### src/rtl/usb_tx_serializer.sv
`timescale 1ns/1ps
`default_nettype none
// ============================================================================
// usb_tx_serializer : SYNC + LSB-first byte serializer with USB bit stuffing
// Revision: 1.0
// ============================================================================
module usb_tx_serializer #(
  parameter logic [7:0]  SYNC_PATTERN = 8'h80,
  parameter int unsigned IFG_CYCLES   = 4
) (
  input  logic       clk,
  input  logic       rst,
  input  logic [7:0] tx_data,
  input  logic       tx_valid,
  input  logic       tx_last,
  output logic       tx_ready,
  output logic       serial_out,
  output logic       out_valid,
  output logic       tx_busy,
  output logic       tx_error
);

  typedef enum logic [2:0] {
    ST_IDLE  = 3'd0,
    ST_SYNC  = 3'd1,
    ST_DATA  = 3'd2,
    ST_STUFF = 3'd3,
    ST_GAP   = 3'd4
  } state_t;

  localparam int unsigned GAP_W = (IFG_CYCLES > 1) ? $clog2(IFG_CYCLES) : 1;
  localparam logic [GAP_W-1:0] GAP_LOAD = GAP_W'(IFG_CYCLES - 1);

  state_t           state_q, state_d;
  logic [7:0]       hold_data_q, hold_data_d;
  logic             hold_last_q, hold_last_d;
  logic             hold_full_q, hold_full_d;
  logic [7:0]       shift_q, shift_d;
  logic [2:0]       bit_idx_q, bit_idx_d;
  logic             cur_last_q, cur_last_d;
  logic             cur_sync_q, cur_sync_d;
  logic [2:0]       ones_cnt_q, ones_cnt_d;
  logic             last_seen_q, last_seen_d;
  logic [GAP_W-1:0] gap_cnt_q, gap_cnt_d;
  logic             serial_out_q, serial_out_d;
  logic             out_valid_q, out_valid_d;
  logic             tx_busy_q, tx_busy_d;
  logic             tx_error_q, tx_error_d;

  logic       accept;
  logic       pull;
  logic       bypass;
  logic       emit_en;
  logic       emit_val;
  logic [7:0] next_byte;
  logic       next_last;

  assign tx_ready = rst & ~hold_full_q & ~last_seen_q & (state_q != ST_GAP);
  assign accept   = tx_valid & tx_ready;

  // A byte arriving exactly at an empty-hold boundary goes straight to the shifter
  assign next_byte = hold_full_q ? hold_data_q : tx_data;
  assign next_last = hold_full_q ? hold_last_q : tx_last;

  always_comb begin
    state_d      = state_q;
    hold_data_d  = hold_data_q;
    hold_last_d  = hold_last_q;
    hold_full_d  = hold_full_q;
    shift_d      = shift_q;
    bit_idx_d    = bit_idx_q;
    cur_last_d   = cur_last_q;
    cur_sync_d   = cur_sync_q;
    ones_cnt_d   = ones_cnt_q;
    last_seen_d  = last_seen_q;
    gap_cnt_d    = gap_cnt_q;
    serial_out_d = 1'b0;
    out_valid_d  = 1'b0;
    tx_error_d   = 1'b0;
    pull         = 1'b0;
    bypass       = 1'b0;
    emit_en      = 1'b0;
    emit_val     = 1'b0;

    case (state_q)
      ST_IDLE: begin
        if (accept) begin
          state_d    = ST_SYNC;
          cur_sync_d = 1'b1;
          cur_last_d = 1'b0;
          bit_idx_d  = 3'd0;
          shift_d    = SYNC_PATTERN >> 1;
          emit_en    = 1'b1;
          emit_val   = SYNC_PATTERN[0];
        end
      end

      ST_SYNC, ST_DATA, ST_STUFF: begin
        if (ones_cnt_q == 3'd6) begin
          // shifter and bit index freeze while the stuff bit goes out
          state_d  = ST_STUFF;
          emit_en  = 1'b1;
          emit_val = 1'b0;
        end else if (bit_idx_q != 3'd7) begin
          state_d   = cur_sync_q ? ST_SYNC : ST_DATA;
          bit_idx_d = bit_idx_q + 3'd1;
          shift_d   = shift_q >> 1;
          emit_en   = 1'b1;
          emit_val  = shift_q[0];
        end else if (cur_last_q) begin
          state_d     = ST_GAP;
          gap_cnt_d   = GAP_LOAD;
          last_seen_d = 1'b0;
        end else if (hold_full_q || accept) begin
          pull       = hold_full_q;
          bypass     = ~hold_full_q;
          state_d    = ST_DATA;
          cur_sync_d = 1'b0;
          cur_last_d = next_last;
          bit_idx_d  = 3'd0;
          shift_d    = next_byte >> 1;
          emit_en    = 1'b1;
          emit_val   = next_byte[0];
        end else begin
          state_d     = ST_GAP;
          gap_cnt_d   = GAP_LOAD;
          last_seen_d = 1'b0;
          tx_error_d  = 1'b1;
        end
      end

      ST_GAP: begin
        if (gap_cnt_q == '0) begin
          state_d = ST_IDLE;
        end else begin
          gap_cnt_d = gap_cnt_q - GAP_W'(1);
        end
      end

      default: begin
        state_d = ST_IDLE;
      end
    endcase

    if (emit_en) begin
      serial_out_d = emit_val;
      out_valid_d  = 1'b1;
      ones_cnt_d   = emit_val ? (ones_cnt_q + 3'd1) : 3'd0;
    end else begin
      ones_cnt_d   = 3'd0;
    end

    // drain before refill so a same-edge pull and load leave the hold full
    if (pull) begin
      hold_full_d = 1'b0;
    end
    if (accept) begin
      if (tx_last) begin
        last_seen_d = 1'b1;
      end
      if (!bypass) begin
        hold_data_d = tx_data;
        hold_last_d = tx_last;
        hold_full_d = 1'b1;
      end
    end

    tx_busy_d = (state_d != ST_IDLE);
  end

  always_ff @(posedge clk or negedge rst) begin
    if (!rst) begin
      state_q      <= ST_IDLE;
      hold_data_q  <= 8'h00;
      hold_last_q  <= 1'b0;
      hold_full_q  <= 1'b0;
      shift_q      <= 8'h00;
      bit_idx_q    <= 3'd0;
      cur_last_q   <= 1'b0;
      cur_sync_q   <= 1'b0;
      ones_cnt_q   <= 3'd0;
      last_seen_q  <= 1'b0;
      gap_cnt_q    <= '0;
      serial_out_q <= 1'b0;
      out_valid_q  <= 1'b0;
      tx_busy_q    <= 1'b0;
      tx_error_q   <= 1'b0;
    end else begin
      state_q      <= state_d;
      hold_data_q  <= hold_data_d;
      hold_last_q  <= hold_last_d;
      hold_full_q  <= hold_full_d;
      shift_q      <= shift_d;
      bit_idx_q    <= bit_idx_d;
      cur_last_q   <= cur_last_d;
      cur_sync_q   <= cur_sync_d;
      ones_cnt_q   <= ones_cnt_d;
      last_seen_q  <= last_seen_d;
      gap_cnt_q    <= gap_cnt_d;
      serial_out_q <= serial_out_d;
      out_valid_q  <= out_valid_d;
      tx_busy_q    <= tx_busy_d;
      tx_error_q   <= tx_error_d;
    end
  end

  assign serial_out = serial_out_q;
  assign out_valid  = out_valid_q;
  assign tx_busy    = tx_busy_q;
  assign tx_error   = tx_error_q;

endmodule
`default_nettype wire

### config.mk
export PLATFORM = sky130hd
export DESIGN_NAME = usb_tx_serializer
export DESIGN_NICKNAME = d
export VERILOG_FILES = /design/src/rtl/usb_tx_serializer.sv
export SDC_FILE = /design/constraint.sdc
export NUM_CORES = 1
export LEC_CHECK = 0
export ABC_AREA = 1
export ABC_CLOCK_PERIOD_IN_PS = 2300
export CAP_MARGIN = 30
export CORE_MARGIN = 5
export CORE_UTILIZATION = 45
export CTS_BUF_LIST = sky130_fd_sc_hd__clkbuf_8
export DETAILED_ROUTE_END_ITERATION = 10
export PLACE_DENSITY_LB_ADDON = 0.1
export SYNTH_ARGS = -nofsm -noshare
export SYNTH_HDL_FRONTEND = slang
export SYNTH_SLANG_ARGS = --single-unit
### constraint.sdc
create_clock -name clk -period 2.3 [get_ports clk]
set_input_delay 0.46 -clock clk [delete_from_list [all_inputs] [get_ports clk]]
set_output_delay 0.46 -clock clk [all_outputs]
set_load 0.1 [all_outputs]
==> results.py, run 1 <==
metrics = {
    "outcome": {
        "status": "finished, final reports clean",
    },
    "sta": {
        "worstMarginPinSlew_ns": 0.554,
        "rsz0062_at_grt": "false",
        "min_period_over_period_pct": 84.4,
        "skew_ns": 0.0117,
        "maxSlewViolCount": 0,
        "hold_viol_final": 0,
        "fin_hold_ws_ns": 0.228,
        "fin_crit_ns": 1.94,
        "fin_tns_setup_ns": 0,
        "slew-limit-headroom_pct": 63.0,
        "setup_viol_count_final": 0,
        "fmax_mhz": 515,
    },
    "clocking": {
        "ctsLongestPathBuffers": 2,
        "postCtsSetupBuffers": 0,
        "cts_sinks": 35,
        "clock_latency_ns": 0.29,
        "root_buffer": "clkbuf_8",
        "cts_buffers": 5,
        "cts-htree-levels": 2,
        "ctsResizeCount": 0,
        "cts.clk_slew.worst_paths_ns": 0.08,
        "cts_tree": "built",
        "cts_hold_buffers": 0,
    },
    "logic_synthesis": {
        "synth_flop_cell": "dfrtp_1",
        "yosysMostFrequentCell": "nand2_1",
        "yosys.area.top_type": "dfrtp_1",
        "ys_async_sr_fraction_pct": 100,
        "synth.avg_cell_area_um2": 8.80,
        "seq_area_frac_synth_pct": 45.0,
        "synth_cells": 221,
        "yosys_register_bits": 35,
        "ys_warn_count": 0,
        "synth_cell_types": 28,
        "synth_common_cells": "64 x nand2_1, 35 x dfrtp_1, 23 x inv_1",
        "synth_edf_count": 0,
        "synthesis.area_mm2": 0.00195,
        "yosysTopAreaCellShare_pct": 45.0,
        "synth_fp_nets": 238,
        "synth_area_leaders": "dfrtp_1 45%, nand2_1 12%, nand3_2 5.7%, o21ai_2 5.0%, inv_1 4.4%",
    },
    "detailed_routing": {
        "route.detailed.drc": 0,
        "dr_total_vias": 1442,
        "wire_per_inst_um": 13.3,
        "drt_pass1_iterations": 4,
        "vias_per_cell": 4.89,
        "ant_nets": 0,
        "routed_wl_mm": 3.94,
        "drt_iter0_drc": 121,
    },
    "critical_path": {
        "cp-start-kind": "flip-flop",
        "cp.arrival_ns": 2.16,
        "critPathRequiredTime_ns": 2.52,
        "reg2reg_depth": 8,
        "cp_max_fo": 19,
        "reg2reg_setup_slack_ns": 0.36,
        "critPathCaptureType": "flip-flop",
        "crit_type": "flip-flop to flip-flop",
    },
    "placed_design": {
        "dpl-instance-area_mm2": 0.00213,
        "port_buffers": 16,
        "gp_congestion": 0.842,
        "hpwl_mm": 2.82,
    },
    "pwr": {
        "vdd_ir_drop_max_mv": 0.391,
        "power.total_w": 0.00115,
        "power_density_mw_per_mm2": 518,
        "leakage_nw": 1.05,
    },
    "die": {
        "die_h_um": 75.8,
        "start_util_pct": 45.6,
        "fp.dieW_um": 75.8,
        "row_count": 24,
        "io_pins": 17,
        "core_mm2": 0.00426,
        "die_area_mm2": 0.00574,
    },
    "layout": {
        "areaGrowthSynthToFinish_pct": 14.5,
        "antenna_cells": 0,
        "nets": 259,
        "drive_gt1_share_pct": 24.3,
        "final_area_mm2": 0.00223,
        "n_fill_cell": 417,
    },
    "global_routing": {
        "grt_util_met2_pct": 23.7,
        "met1_usage_pct": 21.0,
        "grt_max_degree": 36,
        "grt_pass1_vias": 1385,
        "track_usage_pct": 15.8,
        "grt-ovfl-total": 0,
        "grt_pass1_wl_mm": 6.67,
        "grt.busiest_layer": "met2",
        "antenna_found_initial": 0,
        "met3_usage_pct": 4.75,
    },
    "min_path": {
        "hold_path_class": "input pin to async pin",
    },
    "flow_run": {
        "drv_cap": 0,
    },
}
==> layer usage <==
| layer | part of all wire, % | vias to the layer above | wire [um] |
|---|---|---|---|
| met1 | 48 | 660 | 1910 |
| li1 | - | 755 | - |
| met5 | 0 | - | 0 |
| met2 | 45 | 18 | 1780 |
| met4 | 2.3 | 0 | 92 |
| met3 | 4.1 | 9 | 163 |
==> final timing paths <==
kind	start	to
max	bit_idx_q[0]	hold_data_q[3]
min	rst	shift_q[2]
max reg2reg	bit_idx_q[0]	hold_data_q[3]
min reg2reg	ones_cnt_q[0]	ones_cnt_q[0]
max in group asynchronous	rst	bit_idx_q[1]
min in group clk	ones_cnt_q[0]	ones_cnt_q[0]
==> power by group <==
part	leakage, nW	switching [W]	internal [W]
sequential	0.437	0	0.000615
combinational	0.553	0.0000222	0.0000177
clock	0.0557	0.000231	0.000269
==> cells in the final DEF, fill, tap and decap left out, types with 5 or more instances in the layout <==
cell type        Yosys  layout
nand2_1             64      64
dfrtp_1             35      35
inv_1               23      24
nor2_1              11      11
nand3_2             11      11
o21ai_2             11      11
clkdlybuf4s50_1      0      10
o21ai_1              8       8
a21oi_1              8       8
o21ai_0              8       8
buf_4                2       8
nand2_2              7       7
clkbuf_8             0       7
ha_1                 5       5
==> layout make-up <==
| cell class | count | area [um^2] | share of cell area (%) |
|---|---|---|---|
| Inverter | 27 | 101 | 4.55 |
| Timing Repair Buffer | 20 | 185 | 8.31 |
| Clock inverter | 1 | 3.75 | 0.169 |
| Sequential cell | 35 | 876 | 39.3 |
| Multi-Input combinational cell | 153 | 900 | 40.4 |
| Tap cell | 52 | 65.1 | 2.92 |
| Clock buffer | 7 | 96.3 | 4.33 |
==> sequential cells by signal (all words and copies together) (netlist names) <==
name	flops
bit_idx_q	3
cur_last_q	1
cur_sync_q	1
gap_cnt_q	2
hold_data_q	8
hold_full_q	1
hold_last_q	1
last_seen_q	1
ones_cnt_q	3
out_valid	1
serial_out	1
shift_q	7
state_q	3
tx_busy	1
tx_error	1
==> cell families after synthesis <==
logic type / synth area share (%)
xor+xnor: 0.450
simple gates: 28.9
buf+inv: 8.75
compound gates: 13.7
fa+ha+maj: 3.22
flops: 45.0
==> metrics by stage <==
stage / instances / utilization [%] / setup slack [ns]
2_1_floorplan: 221 / - / 0.518
3_3_place_gp: 287 / 49.9 / 0.347
3_5_place_dp: 287 / 49.9 / 0.322
4_1_cts: 295 / 52.2 / 0.319
5_1_grt: 295 / 52.2 / 0.112
6_report: 295 / 52.2 / 0.359
==> worst max-delay path, stage by stage (launching register included) <==
cell	delay [ns]
dfrtp_1	0.37
ha_1	0.15
ha_1	0.32
nand2_1	0.17
nor2_4	0.15
inv_2	0.06
o21bai_4	0.45
nand2_1	0.13
o21ai_2	0.08
No activity file was read; power rests on OpenSTA's default activity.
==> run 2, diff against run 1 <==
- ABC_CLOCK_PERIOD_IN_PS: 2300 -> 1700
- clock period: 2.3 -> 1.7 ns (I/O delays scaled with it)
==> run 2 against run 1 <==
  * First-iteration DRC count down 45%
  * Clock skew down 0.0074 ns
  * Cell area up 7.9%
  * Largest cell class unchanged
  * Sequential share of layout area down 2.8 points
  * Critical path type is now flip-flop to primary output
  * Register-to-register slack worse by 0.26 ns
  * Final cell count up 3.7%
  * Global-route usage up 0.22 points
  * Non-clock buffer count up 11
  * Core utilization up 4.1 points
==> results.py, run 2 (synthesis results as in run 1) <==
metrics = {
    "layout": {
        "max_flop_register": "hold_data_q",
        "nets": 270,
        "n_fill_cell": 394,
        "mostFrequentLayoutCells": "63 x nand2_1, 34 x dfrtp_1, 23 x inv_1, 14 x buf_4, 12 x nand3_2",
        "final_common_cell": "nand2_1",
        "fin_cells": 306,
        "areaGrowthSynthToFinish_pct": 23.5,
        "reg_top3": "hold_data_q x8, shift_q x7",
        "final_core_util_pct": 56.3,
        "largest_reg_flops": 8,
        "drive_gt1_share_pct": 29.9,
        "antenna_cells": 0,
    },
    "outcome": {
        "status": "finished, final reports clean",
    },
    "clocking": {
        "ctsLongestPathBuffers": 2,
        "cts_sinks": 35,
        "cts_tree": "built",
        "cts.clk_slew.worst_paths_ns": 0.07,
        "cts_hold_buffers": 0,
        "root_buffer": "clkbuf_8",
        "cts-htree-levels": 2,
        "clock_latency_ns": 0.29,
        "cts_buffers": 5,
    },
    "critical_path": {
        "critPathRequiredTime_ns": 1.36,
        "cp-start-kind": "flip-flop",
        "cp.arrival_ns": 1.28,
        "crit_type": "flip-flop to primary output",
        "critPathCaptureType": "primary output",
        "cp_max_fo": 4,
    },
    "sta": {
        "slew-limit-headroom_pct": 70.2,
        "fin_crit_ns": 1.62,
        "maxSlewViolCount": 0,
        "setup_viol_count_final": 0,
        "worstMarginPinSlew_ns": 0.447,
        "rsz0062_at_grt": "true",
        "fmax_mhz": 618,
        "skew_ns": 0.00434,
        "hold_viol_final": 0,
        "fin_tns_setup_ns": 0,
        "fin_hold_ws_ns": 0.111,
        "worst_slack_ns": 0.0826,
        "min_period_over_period_pct": 95.1,
    },
    "die": {
        "fp.dieW_um": 75.8,
        "start_util_pct": 45.6,
        "io_pins": 17,
        "die_area_mm2": 0.00574,
        "row_count": 24,
        "core_mm2": 0.00426,
        "die_h_um": 75.8,
    },
    "min_path": {
        "hold_path_class": "input pin to async pin",
    },
    "pwr": {
        "swShare_pct": 21.0,
        "power_density_mw_per_mm2": 644,
        "vdd_ir_drop_max_mv": 0.429,
        "p_clk_share_pct": 42.6,
        "pwr-share-seq_pct": 53.8,
        "p_comb_share_pct": 3.5,
        "netSwitchingPower_w": 0.000325,
        "intPower_w": 0.00122,
        "leakage_nw": 1.11,
    },
    "placed_design": {
        "gp_congestion": 0.860,
        "port_buffers": 16,
        "place_inst": 295,
        "hpwl_mm": 2.85,
        "preCtsSetupSlack_ns": 0.00260,
    },
    "global_routing": {
        "grt-ovfl-total": 0,
        "grt_pass1_wl_mm": 6.80,
        "track_usage_pct": 16.0,
        "antenna_found_initial": 0,
        "grt_max_degree": 36,
        "grt_pass1_vias": 1446,
    },
    "flow_run": {
        "drv_cap": 0,
    },
    "detailed_routing": {
        "wire_per_inst_um": 13.1,
        "vias_per_cell": 4.95,
        "ant_nets": 0,
        "drt_pass1_iterations": 4,
        "drt_iter0_drc": 66,
        "dr_total_vias": 1515,
        "route.detailed.drc": 0,
        "routed_wl_mm": 4.00,
    },
}
run 2: through the flow:
step,cell area [um^2],power [W]
2_1_floorplan,1950,0.000856
3_3_place_gp,2250,0.000905
3_5_place_dp,2250,0.000905
4_1_cts,2370,0.00158
5_1_grt,2400,0.00162
6_report,2400,0.00155
run 2: path summary, 6_finish.rpt:
kind                               start  slack [ns]        endpoint  cells past startpoint
min in group clk           ones_cnt_q[0]        0.46   ones_cnt_q[0]                      1
max                          hold_full_q        0.08        tx_ready                      6
min                                  rst        0.11  hold_data_q[1]                      2
max in group asynchronous            rst        1.25     hold_full_q                      2
min reg2reg                ones_cnt_q[0]        0.46   ones_cnt_q[0]                      1
max reg2reg                 bit_idx_q[0]        0.10      shift_q[4]                      8
run 2: critical path: stages (launching register included):
cell	delay, ns
dfrtp_2	0.41
inv_2	0.06
nand2_2	0.06
nor2_4	0.17
nand2_2	0.07
inv_2	0.07
buf_12	0.16
run 2: repair_timing:
| action | 4_1_cts | 5_1_grt |
|---|---|---|
| pin swaps | 1 | 1 |
| setup endpoints to repair | 4 | 11 |
| gates resized for setup | 2 | 6 |
| setup buffers | 2 | 1 |
| endpoints found under the hold margin | 0 | 0 |
run 2: power by group through the flow:
stage	Sequential, W	Clock, W	Combinational (W)
finish	0.000832	0.000659	0.0000546
CTS	0.000832	0.000688	0.0000572
detailed placement	0.000848	0	0.0000568
global route	0.000832	0.000724	0.0000625
floorplan	0.000849	0	0.00000783
global placement	0.000848	0	0.0000571
run 2: layout make-up:
| type | instances | area [um^2] | share of cell area [%] |
|---|---|---|---|
| Clock inverter | 1 | 3.75 | 0.156 |
| Tap cell | 52 | 65.1 | 2.71 |
| Sequential cell | 35 | 877 | 36.5 |
| Clock buffer | 7 | 96.3 | 4.01 |
| Multi-Input combinational cell | 153 | 928 | 38.6 |
| Timing Repair Buffer | 31 | 330 | 13.8 |
| Inverter | 27 | 101 | 4.22 |
run 2: metal layers:
metal  share of wire (%)  vias up  GRT usage (%)  wire, um
met4                0.85        0           4.85        34
met2                  46       26           24.3      1850
met5                   0        -              0         0
met3                 4.5        5           5.41       180
li1                    -      777              -         -
met1                  48      707           21.5      1940
